==> src/rtl/ddr2_pkg.sv <==
// Shared types and constants for the DDR2 responder: FSM states, MIG command codes, line geometry.
// Latency: n/a (declarations only).
// Backpressure: n/a.
package ddr2_pkg;

  localparam int LINE_W = 128;
  localparam int LANES  = 4;
  localparam int WORD_W = 32;
  localparam int MASK_W = LINE_W / 8;

  localparam logic [2:0] CMD_WR = 3'b000;
  localparam logic [2:0] CMD_RD = 3'b001;

  typedef enum logic [1:0] {
    IDLE    = 2'd0,
    WR      = 2'd1,
    RD_CMD  = 2'd2,
    RD_WAIT = 2'd3
  } state_t;

endpackage

==> src/rtl/ddr2_lane_mux.sv <==
// Maps a 32-bit word onto a 128-bit MIG line: replicated write data, byte mask, and read-lane select.
// Latency: purely combinational.
// Backpressure: none; the caller owns all flow control.
module ddr2_lane_mux
  import ddr2_pkg::*;
(
  input  logic [1:0]        lane_i,
  input  logic [WORD_W-1:0] wd_i,
  input  logic [LINE_W-1:0] line_i,
  output logic [LINE_W-1:0] wdf_data_o,
  output logic [MASK_W-1:0] wdf_mask_o,
  output logic [WORD_W-1:0] word_o
);

  // The same word sits in every lane; the mask decides which lane the MIG actually writes.
  assign wdf_data_o = {LANES{wd_i}};

  // Mask bit 1 = byte not written, so only the four bytes of the selected lane are cleared.
  always_comb begin
    wdf_mask_o = '1;
    wdf_mask_o[{lane_i, 2'b00} +: 4] = 4'h0;
  end

  assign word_o = line_i[{lane_i, 5'b00000} +: WORD_W];

endmodule

==> src/rtl/ddr2_responder.sv <==
// Bridges a single-word core request port onto the MIG app interface (128-bit lines).
// Latency: stall rises the cycle after acceptance and falls one cycle after the MIG handshake/read data.
// Backpressure: ddr2_stall blocks new requests; app_rdy/app_wdf_rdy are waited on independently.
// Optional one-line read buffer enabled by macro DDR2_LINE_BUFFER_EN.
module ddr2_responder
  import ddr2_pkg::*;
#(
  parameter int ADDR_W = 27
) (
  input  logic              clock,
  input  logic              reset,
  input  logic              ddr2_en,
  input  logic              ddr2_we,
  input  logic [31:0]       ddr2_addr,
  input  logic [31:0]       ddr2_wd,
  output logic [31:0]       ddr2_rd,
  output logic              ddr2_stall,
  output logic              app_en,
  output logic [2:0]        app_cmd,
  output logic [ADDR_W-1:0] app_addr,
  input  logic              app_rdy,
  output logic              app_wdf_wren,
  output logic              app_wdf_end,
  output logic [127:0]      app_wdf_data,
  output logic [15:0]       app_wdf_mask,
  input  logic              app_wdf_rdy,
  input  logic [127:0]      app_rd_data,
  input  logic              app_rd_data_valid
);

  state_t              state_q, state_d;
  logic                stall_q, stall_d;
  logic [WORD_W-1:0]   rd_q, rd_d;
  logic                cmd_done_q, cmd_done_d;
  logic                wdf_done_q, wdf_done_d;
  logic [1:0]          lane_q;
  logic [22:0]         line_q;
  logic [WORD_W-1:0]   wd_q;
  logic                accept;
  logic                req_hit;
  logic [LINE_W-1:0]   sel_line;
  logic [WORD_W-1:0]   sel_word;
  logic [6:0]          unused_addr;

  assign unused_addr = ddr2_addr[31:25];

  // A request is only taken while idle and not in the trailing stall cycle.
  assign accept = ddr2_en && !stall_q && (state_q == IDLE);

`ifdef DDR2_LINE_BUFFER_EN
  logic [LINE_W-1:0] buf_q;
  logic [22:0]       tag_q;
  logic              bvld_q;
  logic              hit_q;
  logic [LINE_W-1:0] merged;

  assign req_hit  = bvld_q && (tag_q == ddr2_addr[24:2]);
  assign sel_line = (state_q == RD_WAIT) ? app_rd_data : buf_q;

  // Buffer line with the pending write lane merged in, byte by byte under the write mask.
  always_comb begin
    merged = buf_q;
    for (int b = 0; b < MASK_W; b++) begin
      if (!app_wdf_mask[b]) merged[8*b +: 8] = app_wdf_data[8*b +: 8];
    end
  end

  // Line buffer: filled by read misses, patched by write hits, invalidated by reset.
  always_ff @(posedge clock) begin
    if (reset) begin
      buf_q  <= '0;
      tag_q  <= '0;
      bvld_q <= 1'b0;
      hit_q  <= 1'b0;
    end else begin
      hit_q <= accept && req_hit;
      if (state_q == RD_WAIT && app_rd_data_valid) begin
        buf_q  <= app_rd_data;
        tag_q  <= line_q;
        bvld_q <= 1'b1;
      end else if (state_q == WR && hit_q) begin
        buf_q <= merged;
      end
    end
  end
`else
  assign req_hit  = 1'b0;
  assign sel_line = app_rd_data;
`endif

  ddr2_lane_mux u_lane_mux (
    .lane_i     (lane_q),
    .wd_i       (wd_q),
    .line_i     (sel_line),
    .wdf_data_o (app_wdf_data),
    .wdf_mask_o (app_wdf_mask),
    .word_o     (sel_word)
  );

  assign app_addr    = ADDR_W'({line_q, 4'b0000});
  assign app_wdf_end = app_wdf_wren;
  assign ddr2_rd     = rd_q;
  assign ddr2_stall  = stall_q;

  // Stall covers every non-idle cycle plus one trailing cycle so the result is settled when it drops.
  assign stall_d = accept || (state_q != IDLE);

  // Next-state and MIG strobes; write command and data beat are retired independently.
  always_comb begin
    state_d      = state_q;
    cmd_done_d   = cmd_done_q;
    wdf_done_d   = wdf_done_q;
    rd_d         = rd_q;
    app_en       = 1'b0;
    app_wdf_wren = 1'b0;
    app_cmd      = CMD_RD;
    case (state_q)
      IDLE: begin
        if (accept) begin
          cmd_done_d = 1'b0;
          wdf_done_d = 1'b0;
          if (ddr2_we)       state_d = WR;
          else if (!req_hit) state_d = RD_CMD;
        end
`ifdef DDR2_LINE_BUFFER_EN
        if (hit_q) rd_d = sel_word;
`endif
      end
      WR: begin
        app_cmd      = CMD_WR;
        app_en       = !cmd_done_q;
        app_wdf_wren = !wdf_done_q;
        cmd_done_d   = cmd_done_q || app_rdy;
        wdf_done_d   = wdf_done_q || app_wdf_rdy;
        if (cmd_done_d && wdf_done_d) begin
          state_d    = IDLE;
          cmd_done_d = 1'b0;
          wdf_done_d = 1'b0;
        end
      end
      RD_CMD: begin
        app_en = 1'b1;
        if (app_rdy) state_d = RD_WAIT;
      end
      RD_WAIT: begin
        if (app_rd_data_valid) begin
          rd_d    = sel_word;
          state_d = IDLE;
        end
      end
      default: state_d = IDLE;
    endcase
  end

  // State, result and captured request registers.
  always_ff @(posedge clock) begin
    if (reset) begin
      state_q    <= IDLE;
      stall_q    <= 1'b0;
      rd_q       <= '0;
      cmd_done_q <= 1'b0;
      wdf_done_q <= 1'b0;
      lane_q     <= '0;
      line_q     <= '0;
      wd_q       <= '0;
    end else begin
      state_q    <= state_d;
      stall_q    <= stall_d;
      rd_q       <= rd_d;
      cmd_done_q <= cmd_done_d;
      wdf_done_q <= wdf_done_d;
      if (accept) begin
        lane_q <= ddr2_addr[1:0];
        line_q <= ddr2_addr[24:2];
        wd_q   <= ddr2_wd;
      end
    end
  end

endmodule

==> config.mk <==
export PLATFORM = sky130hd
export DESIGN_NAME = ddr2_responder
export DESIGN_NICKNAME = d
export VERILOG_FILES = /design/src/rtl/ddr2_pkg.sv /design/src/rtl/ddr2_lane_mux.sv /design/src/rtl/ddr2_responder.sv
export SDC_FILE = /design/constraint.sdc
export NUM_CORES = 1
export LEC_CHECK = 0
export CAP_MARGIN = 10
export CORE_AREA = 2 2 160 162
export DETAILED_ROUTE_END_ITERATION = 8
export DIE_AREA = 0 0 162 164
export GPL_ROUTABILITY_DRIVEN = 0
export PLACE_DENSITY = 0.58
export SYNTH_ARGS = -nofsm -noshare
export SYNTH_HDL_FRONTEND = slang
export SYNTH_HIERARCHICAL = 1
export SYNTH_SLANG_ARGS = --single-unit
==> constraint.sdc <==
create_clock -name clock -period 1.45 [get_ports clock]
set_input_delay 0.29 -clock clock [delete_from_list [all_inputs] [get_ports clock]]
set_output_delay 0.29 -clock clock [all_outputs]
set_load 0.005 [all_outputs]
==> flow_summary_export.csv, run 1 <==
group,metric,value,unit
worst_setup_path,cp-start-kind,"register",
synthesis,synth_edf_count,0,
grt,gr-usage-all-layers,0.150,
grt,overflow,0,
synthesis,synth_flop_cell,"dfxtp_1",
synthesis,synth.area.top_cells,"dfxtp_1 (35%), buf_4 (21%), nand2_1 (13%), mux4_2 (12%), a21oi_1 (8.9%)",
detailed_routing,drtIter0Drc,165,
worst_setup_path,crit_fanout,2,
sta,final.min_clock_period,1660,ps
worst_setup_path,path_cells,"buf_4 -> ha_4 -> inv_4 -> nor2_1 -> o21a_1 -> buf_2",
synthesis,synth_top_area_cell,"dfxtp_1",
sta,slew_violations,0,
pwr,clkPwrFrac,0.197,
worst_setup_path,cp-end-kind,"output pin",
cells_and_area,multi_input_area,0.00266,mm2
sta,rsz0062_at_grt,"true",
clock_tree,cts_made_buffers,9,
sta,period_share,1.15,
detailed_routing,wire_per_inst,17.5,um
floorplanning,core-area,0.0248,mm2
sta,fin_skew,11.8,ps
worst_setup_path,arrival,1370,ps
floorplanning,die_area,0.0266,mm2
place,dp_hpwl,14000,um
synthesis,synth_warnings,6,
synthesis,synth_commonest_cells,"nand2_1 (181), buf_4 (147), a21oi_1 (95), dfxtp_1 (94), mux4_2 (28)",
pwr,intPower,8.27,mW
cells_and_area,area_growth,95.5,%
synthesis,synthCells,622,
detailed_routing,viasPerCell,4.21,
pwr,p_seq_frac,0.260,
clock_tree,cts_max_level,3,
floorplanning,rows,58,
pwr,p_switching,4.27,mW
synthesis,syn-cell-area,0.00532,mm2
pwr,comb_power_share,0.543,
synthesis,syn_area_per_cell,8.56,um2
worst_setup_path,critPathKind,"register to output pin",
synthesis,synth_cell_types,28,
sta,fin_ws,-213,ps
synthesis,yosysTopAreaCellShare,0.354,
grt,grt_max_degree,34,
cells_and_area,nets,1162,
clock_tree,root_buffer,"clkbuf_16",
floorplanning,die_h,164,um
detailed_routing,drc,0,
pwr,ir_worst_vdd,482,uV
floorplanning,num_io_pins,409,
grt,antenna_found_initial,0,
worst_setup_path,crit_buf_inv,3,
worst_setup_path,crit_slowest_cell,"dfxtp_4",
pwr,switching_share,0.341,
cells_and_area,fill_cells,2533,
detailed_routing,num_vias,5442,
place,port_buffers,395,
place,place_area,0.00881,mm2
clock_tree,clkTransAtPathRegs,80,ps
cells_and_area,final_layout_size_suffix_gt1_frac,0.349,
grt,grt_pass1_wl,30200,um
detailed_routing,firstDrtPassIters,4,
status,violations,"setup timing",
cells_and_area,antennaDiodeCount,0,
grt,grt_pass1_vias,5284,
clock_tree,cts_tree,"done",
sta,fmax,601,MHz
sta,hold_viol_final,0,
sta,setup_viol,69,
synthesis,ys_seq_area_frac,0.354,
floorplanning,die_w,162,um
floorplanning,initial_core_util,0.214,
pwr,power_density,1210,mW/mm2
worst_setup_path,cp_top_family,"flip-flops",
synthesis,ys_async_sr_fraction,0,
clock_tree,postCtsHoldBufs,0,
synthesis,synth_most_common_cell,"nand2_1",
hold_path,hold_path.class,"primary input to register",
job,cap_violations,0,
worst_setup_path,crit_path_max_incr_delay,350,ps
synthesis,ys_ff_latch,94,
clock_tree,cts_buffer_depth,2,
cells_and_area,ff_latch_area,0.00198,mm2
detailed_routing,ant_nets,0,
pwr,p_leak,4.71,nW
clock_tree,clkLatencyLatePin,350,ps
clock_tree,clock-sinks,94,
worst_setup_path,worstPathRequired,1160,ps
detailed_routing,wirelength,22600,um
sta,tns,-10750,ps
status,status,"finished, violations left",
cells_and_area,post-route-cell-area,0.0104,mm2
-- cell type report --
cell class / count / share of cell area
sequential: 94 / 0.190
tap: 330 / 0.0397
clock buffer: 9 / 0.0216
inverter: 7 / 0.00325
timing repair buffer: 504 / 0.483
multi-input combinational: 342 / 0.256
clock inverter: 7 / 0.00685
-- worst reg2reg max path, cell delays in order (launching register included) --
cell and delay (ps):
dfxtp_2 350, inv_2 60, buf_6 120, ha_4 170, buf_6 110, nand3b_1 90
buf_6 140, buf_12 160, clkbuf_16 210, nand2_2 70, a21oi_2 100
-- state kept, by name (all words and copies together), names as in the netlist --
name and count:
cmd_done_q 1, ddr2_rd 32, line_q 23, ddr2_stall 1, state_q 2, wdf_done_q 1
wd_q 32, lane_q 2
-- metal layers --
layer	wire, um	up-vias	GRT usage
li1	-	2578	-
met1	8860	2595	0.168
met2	11800	248	0.282
met3	1550	21	0.0333
met4	398	0	0.0471
met5	0	-	0
-- worst paths after layout --
path                            startpoint    endpoint  slack, ps  depth (start not counted)
worst max-delay path            state_q[0]      app_en       -210                          6
worst min-delay path                 reset  ddr2_rd[8]        310                          2
worst max register to register  state_q[1]    wd_q[17]       -190                         10
worst min register to register   line_q[0]   line_q[0]        450                          2
-- cell usage in the layout, fill, tap and decap left out, types with 6 or more instances in the layout --
cell type          n
a21oi_1           48
a21oi_2           47
buf_12            15
buf_16             7
buf_4             60
buf_6             23
clkbuf_16         17
clkbuf_2          11
clkdlybuf4s50_1  190
conb_1             6
dfxtp_1           58
dfxtp_2           15
dfxtp_4           21
dlygate4sd2_1    184
mux4_2            32
nand2_1          124
nand2_2           33
nand2_4           24
-- timing repair --
action                     4_1_cts  5_1_grt
setup endpoints to repair      269      109
gates resized for setup        376      135
pin swaps                       27       53
buffers inserted                58        4
hold endpoints to repair         0        0
gates cloned                    10        9
-- power by group through the flow --
| stage | combinational, mW | clock [mW] | sequential [mW] |
|---|---|---|---|
| after floorplan | 2.62 | 0 | 3.24 |
| after global placement | 4.67 | 0 | 3.30 |
| after detailed placement | 4.71 | 0 | 3.32 |
| after CTS | 6.11 | 2.59 | 3.24 |
| after global routing | 7.29 | 2.68 | 3.31 |
| final | 6.81 | 2.48 | 3.26 |
-- metrics by stage --
step	setup WS, ps	cells	util	hold WS (ps)	power, mW
finish	-213	1293	0.419	306	12.5
floorplan	0.964	627	-	426	5.86
global route	-268	1293	0.419	308	13.3
detailed placement	-324	1204	0.355	446	8.02
CTS	-199	1285	0.399	291	11.9
global placement	-290	1204	0.355	441	7.97
-- cell families after synthesis --
group	share of synthesized area
AOI/OAI and AO/OA	0.101
adders and majority gates	0.0118
buffers and inverters	0.249
DFF	0.354
muxes	0.142
other	0.000705
and+or+nand+nor	0.142
Power figures use the tool's default switching activity.
==> inputs of run 2 (changes only) <==
- CORE_AREA: 2 2 160 162 -> 3 3 156 158
- DIE_AREA: 0 0 162 164 -> 0 0 159 161
- PLACE_DENSITY: 0.58 -> 0.61
- SLEW_MARGIN: unset -> 20
==> run 2 against run 1 <==
The flow still finishes with violations (setup timing). Largest power group unchanged. Global-route usage grew 0.67 points. Wire length is 3.8% lower. Hold slack got worse by 44 ps. Largest cell class unchanged. Flip-flop and latch count did not move. Non-clock buffer count is 12 lower. Clock skew fell by 2.8 ps. Die area is 3.6% lower. Power increased by 0.69%. Combinational power increased by 1%. Count of clock-buffer cells in the layout is the same.
==> flow_summary_export.csv, run 2 (same netlist as run 1, synthesis figures left out) <==
group,metric,value,unit
place,port_buffers,395,
detailed_routing,wirelength,21800,um
worst_setup_path,crit_fanout,2,
place,dp_hpwl,14200,um
sta,fin_skew,9.06,ps
sta,hold_viol_final,0,
sta,setup_viol,62,
job,cap_violations,0,
clock_tree,cts_buffer_depth,2,
sta,whs,263,ps
place,dp_slack,-345,ps
grt,grt_pass1_vias,5331,
worst_setup_path,arrival,1300,ps
pwr,ir_worst_vdd,522,uV
cells_and_area,area_growth,99.6,%
worst_setup_path,critPathKind,"register to output pin",
grt,gr-usage-all-layers,0.157,
sta,slew_violations,0,
detailed_routing,wire_per_inst,17.1,um
detailed_routing,viasPerCell,4.26,
grt,grt_pass1_wl,31200,um
grt,antenna_found_initial,1,
clock_tree,postCtsHoldBufs,0,
floorplanning,die_area,0.0256,mm2
hold_path,hold_path.class,"primary input to register",
pwr,p_leak,4.88,nW
clock_tree,cts_max_level,3,
pwr,power_density,1190,mW/mm2
clock_tree,cts_made_buffers,9,
status,status,"finished, violations left",
detailed_routing,ant_nets,0,
floorplanning,initial_core_util,0.229,
clock_tree,clkLatencyLatePin,350,ps
detailed_routing,drc,0,
floorplanning,num_io_pins,409,
clock_tree,cts_tree,"done",
clock_tree,clock-sinks,94,
status,violations,"setup timing",
floorplanning,die_w,159,um
clock_tree,root_buffer,"clkbuf_16",
grt,overflow,0,
floorplanning,core-area,0.0233,mm2
worst_setup_path,cp-start-kind,"register",
sta,fmax,628,MHz
floorplanning,rows,56,
detailed_routing,drtIter0Drc,179,
floorplanning,die_h,161,um
worst_setup_path,cp-end-kind,"output pin",
sta,fin_ws,-142,ps
detailed_routing,firstDrtPassIters,4,
worst_setup_path,worstPathRequired,1160,ps
grt,grt_max_degree,53,
clock_tree,clkTransAtPathRegs,80,ps
detailed_routing,num_vias,5420,
pwr,p_total,12.6,mW
cells_and_area,layout_commonest_cell,"clkdlybuf4s50_1",
cells_and_area,final_cell_mix,"clkdlybuf4s50_1 (190), dlygate4sd2_1 (183), nand2_1 (94), a21oi_2 (67), nand2_4 (57)",
sta,rsz0062_at_grt,"true",
sta,final.min_clock_period,1590,ps
cells_and_area,final_layout_size_suffix_gt1_frac,0.396,
sta,period_share,1.10,
cells_and_area,nets,1150,
-- run 2: report_power, final --
part           switching, mW  internal (mW)
registers              0.290           2.98
logic                   2.97           3.94
clock network           1.22           1.23
total                   4.48           8.15
-- run 2: what timing repair did --
| action | 4_1_cts | 5_1_grt |
|---|---|---|
| pin swaps | 39 | 103 |
| setup buffers | 53 | 6 |
| gates resized for setup | 386 | 219 |
| gates cloned | 12 | 2 |
| endpoints found under the setup margin | 277 | 103 |
-- run 2: through the flow --
| stage | std cells | area (um2) | setup TNS (ps) | utilization |
|---|---|---|---|---|
| floorplan | 627 | 5360 | 0 | - |
| global placement | 1188 | 8750 | -16330 | 0.376 |
| detailed placement | 1188 | 8750 | -18140 | 0.376 |
| CTS | 1266 | 9790 | -2390 | 0.421 |
| global route | 1271 | 10600 | -8730 | 0.457 |
| finish | 1271 | 10600 | -3180 | 0.457 |
-- run 2: critical path: stages (launching register included) --
cell     delay (ps)
dfxtp_2         340
inv_2            50
buf_6           110
ha_4            240
o21a_1          100
buf_2           110
-- run 2: metal layers --
metal / track usage / wire length [um] / vias up
li1: - / - / 2566
met1: 0.168 / 7790 / 2568
met2: 0.298 / 11800 / 263
met3: 0.0472 / 1780 / 23
met4: 0.0434 / 410 / 0
met5: 0 / 0 / -
-- run 2: cell type report --
class	count	area (um2)
clock buffers	9	225
inverters	7	28.8
diodes	1	2.50
flip-flops and latches	94	1980
repair buffers	492	4940
well taps	319	399
fillers	2323	12600
multi-input cells	342	2970
clock inverters	7	80.1
-- run 2: final timing paths --
check             depth (start not counted)        from          to  slack, ps
setup / recovery                          5  state_q[1]      app_en       -140
hold / removal                            2       reset    wd_q[16]        260
setup reg to reg                          7  state_q[1]  state_q[1]       -110
hold reg to reg                           2  ddr2_rd[1]  ddr2_rd[1]        450
==> inputs of run 3 (changes only) <==
- CORE_AREA: 3 3 156 158 -> 2 2 157 159
- PLACE_DENSITY: 0.61 -> 0.57
- clock period: 1.45 -> 1.7 ns (I/O delays scaled with it)
==> run 3 against run 2 <==
The run now ends clean. Cell area decreased by 14%. Flip-flop and latch count stayed put. Count of clock-buffer cells in the layout unchanged. Sequential power is 14% lower. Sequential share of layout area grew 2.4 points. Clock skew shrank 2.2 ps. Cell count down 4.9%. Core utilization is 7.7 points lower. Via count is 9.7% lower. Hold slack improved by 79 ps. Highest routed layer unchanged.
==> flow_summary_export.csv, run 3 (same netlist as run 1, synthesis figures left out) <==
group,metric,value,unit
floorplanning,num_io_pins,409,
floorplanning,die_area,0.0256,mm2
detailed_routing,wirelength,18100,um
clock_tree,cts_max_level,3,
detailed_routing,ant_nets,0,
sta,slew_violations,0,
worst_setup_path,worstPathRequired,1360,ps
sta,fin_skew,6.88,ps
sta,fmax,604,MHz
clock_tree,cts_buffer_depth,2,
clock_tree,clkLatencyLatePin,340,ps
sta,tns,0,ps
worst_setup_path,arrival,1320,ps
clock_tree,root_buffer,"clkbuf_16",
place,port_buffers,395,
cells_and_area,final_cell_mix,"clkdlybuf4s50_1 (373), nand2_1 (180), a21oi_1 (95), dfxtp_1 (79), mux4_2 (28)",
place,dp_hpwl,14300,um
worst_setup_path,crit_path_max_incr_delay,340,ps
cells_and_area,layout_commonest_cell,"clkdlybuf4s50_1",
detailed_routing,drc,0,
worst_setup_path,path_cells,"inv_2 -> buf_6 -> ha_4 -> o21a_1 -> buf_2",
worst_setup_path,crit_slowest_cell,"dfxtp_2",
worst_setup_path,crit_fanout,2,
grt,gr-usage-all-layers,0.137,
floorplanning,initial_core_util,0.222,
grt,overflow,0,
pwr,p_total,8.70,mW
grt,grt_max_degree,57,
detailed_routing,viasPerCell,4.05,
floorplanning,rows,57,
worst_setup_path,cp-start-kind,"register",
hold_path,min-delay-start,"reset",
sta,period_share,0.974,
clock_tree,cts_made_buffers,9,
pwr,power_density,956,mW/mm2
sta,rsz0062_at_grt,"true",
floorplanning,die_h,161,um
clock_tree,clock-sinks,94,
sta,final.min_clock_period,1660,ps
detailed_routing,wire_per_inst,15.0,um
detailed_routing,drtIter0Drc,155,
job,cap_violations,0,
worst_setup_path,setup.worst_path.start,"state_q[1]",
grt,grt_pass1_vias,4881,
worst_setup_path,cp_top_family,"flip-flops",
pwr,ir_worst_vdd,527,uV
pwr,p_leak,3.21,nW
cells_and_area,post-route-cell-area,0.00910,mm2
detailed_routing,num_vias,4892,
grt,grt_pass1_wl,27500,um
cells_and_area,antennaDiodeCount,0,
place,place_area,0.00870,mm2
grt,antenna_found_initial,1,
hold_path,hold_path.class,"primary input to register",
floorplanning,core-area,0.0240,mm2
worst_setup_path,critPathKind,"register to output pin",
sta,hold_viol_final,0,
clock_tree,cts_tree,"done",
floorplanning,die_w,159,um
worst_setup_path,cp-end-kind,"output pin",
worst_setup_path,r2r_start,"lane_q[0]",
cells_and_area,area_growth,71.1,%
cells_and_area,nets,1084,
worst_setup_path,crit_buf_inv,3,
sta,setup_viol,0,
cells_and_area,final_layout_size_suffix_gt1_frac,0.119,
clock_tree,clkTransAtPathRegs,70,ps
status,status,"finished, final reports clean",
detailed_routing,firstDrtPassIters,4,
-- run 3: cell count changes in the layout (fill, tap and decap cells not counted), sizes merged, moves of 2 or more --
| cell | previous run | this run |
|---|---|---|
| inv | 10 | 8 |
| dlymetal6s2s | 0 | 3 |
| clkinv | 3 | 6 |
| clkbuf | 13 | 9 |
| clkdlybuf4s50 | 190 | 373 |
| buf | 114 | 33 |
| dlygate4sd2 | 183 | 17 |
-- run 3: worst reg2reg max path, stage by stage (launching register included) --
cell	delay, ps
dfxtp_4	420
buf_4	200
buf_8	160
mux4_2	550
nand2_1	100
a21oi_1	60
-- run 3: through the flow --
step	hold slack [ps]	cells	util	setup slack, ps
after floorplan	433	627	-	153
final	341	1209	0.380	43.4
after global placement	441	1190	0.363	-79.3
after detailed placement	446	1190	0.363	-88.6
after global routing	370	1209	0.380	-18.8
after CTS	333	1208	0.378	-1.53
-- run 3: worst paths after layout --
path / to / slack, ps / depth (start not counted)
worst max-delay path: app_en / 40 / 5
worst min-delay path: lane_q[1] / 340 / 2
worst max register to register: ddr2_rd[9] / 90 / 5
worst min register to register: ddr2_rd[9] / 450 / 2
-- run 3: what timing repair did --
action                     in CTS  in global routing
resized for setup              42                 16
hold buffers                    0                  0
setup endpoints to repair      36                 24
buffers inserted                2                  1
pin swaps                       0                  1
-- run 3: layout make-up --
type | instances | area, um2
flip-flops and latches | 94 | 1910
well taps | 324 | 405
clock inverters | 7 | 72.6
fillers | 2534 | 14900
multi-input cells | 342 | 2190
clock buffers | 9 | 225
inverters | 7 | 26.3
repair buffers | 426 | 4270
-- run 3: where the power goes --
part	total [mW]	switching [mW]	internal (mW)	leakage, nW
clock	2.01	0.980	1.03	0.145
combinational	3.89	1.49	2.40	2.30
sequential	2.80	0.281	2.52	0.772
total	8.70	2.75	5.95	3.21
-- run 3: per-layer routing --
| layer | global-route usage | part of all wire |
|---|---|---|
| met5 | 0 | 0 |
| met4 | 0.0339 | 0.0089 |
| met3 | 0.0457 | 0.090 |
| met2 | 0.264 | 0.53 |
| met1 | 0.144 | 0.37 |
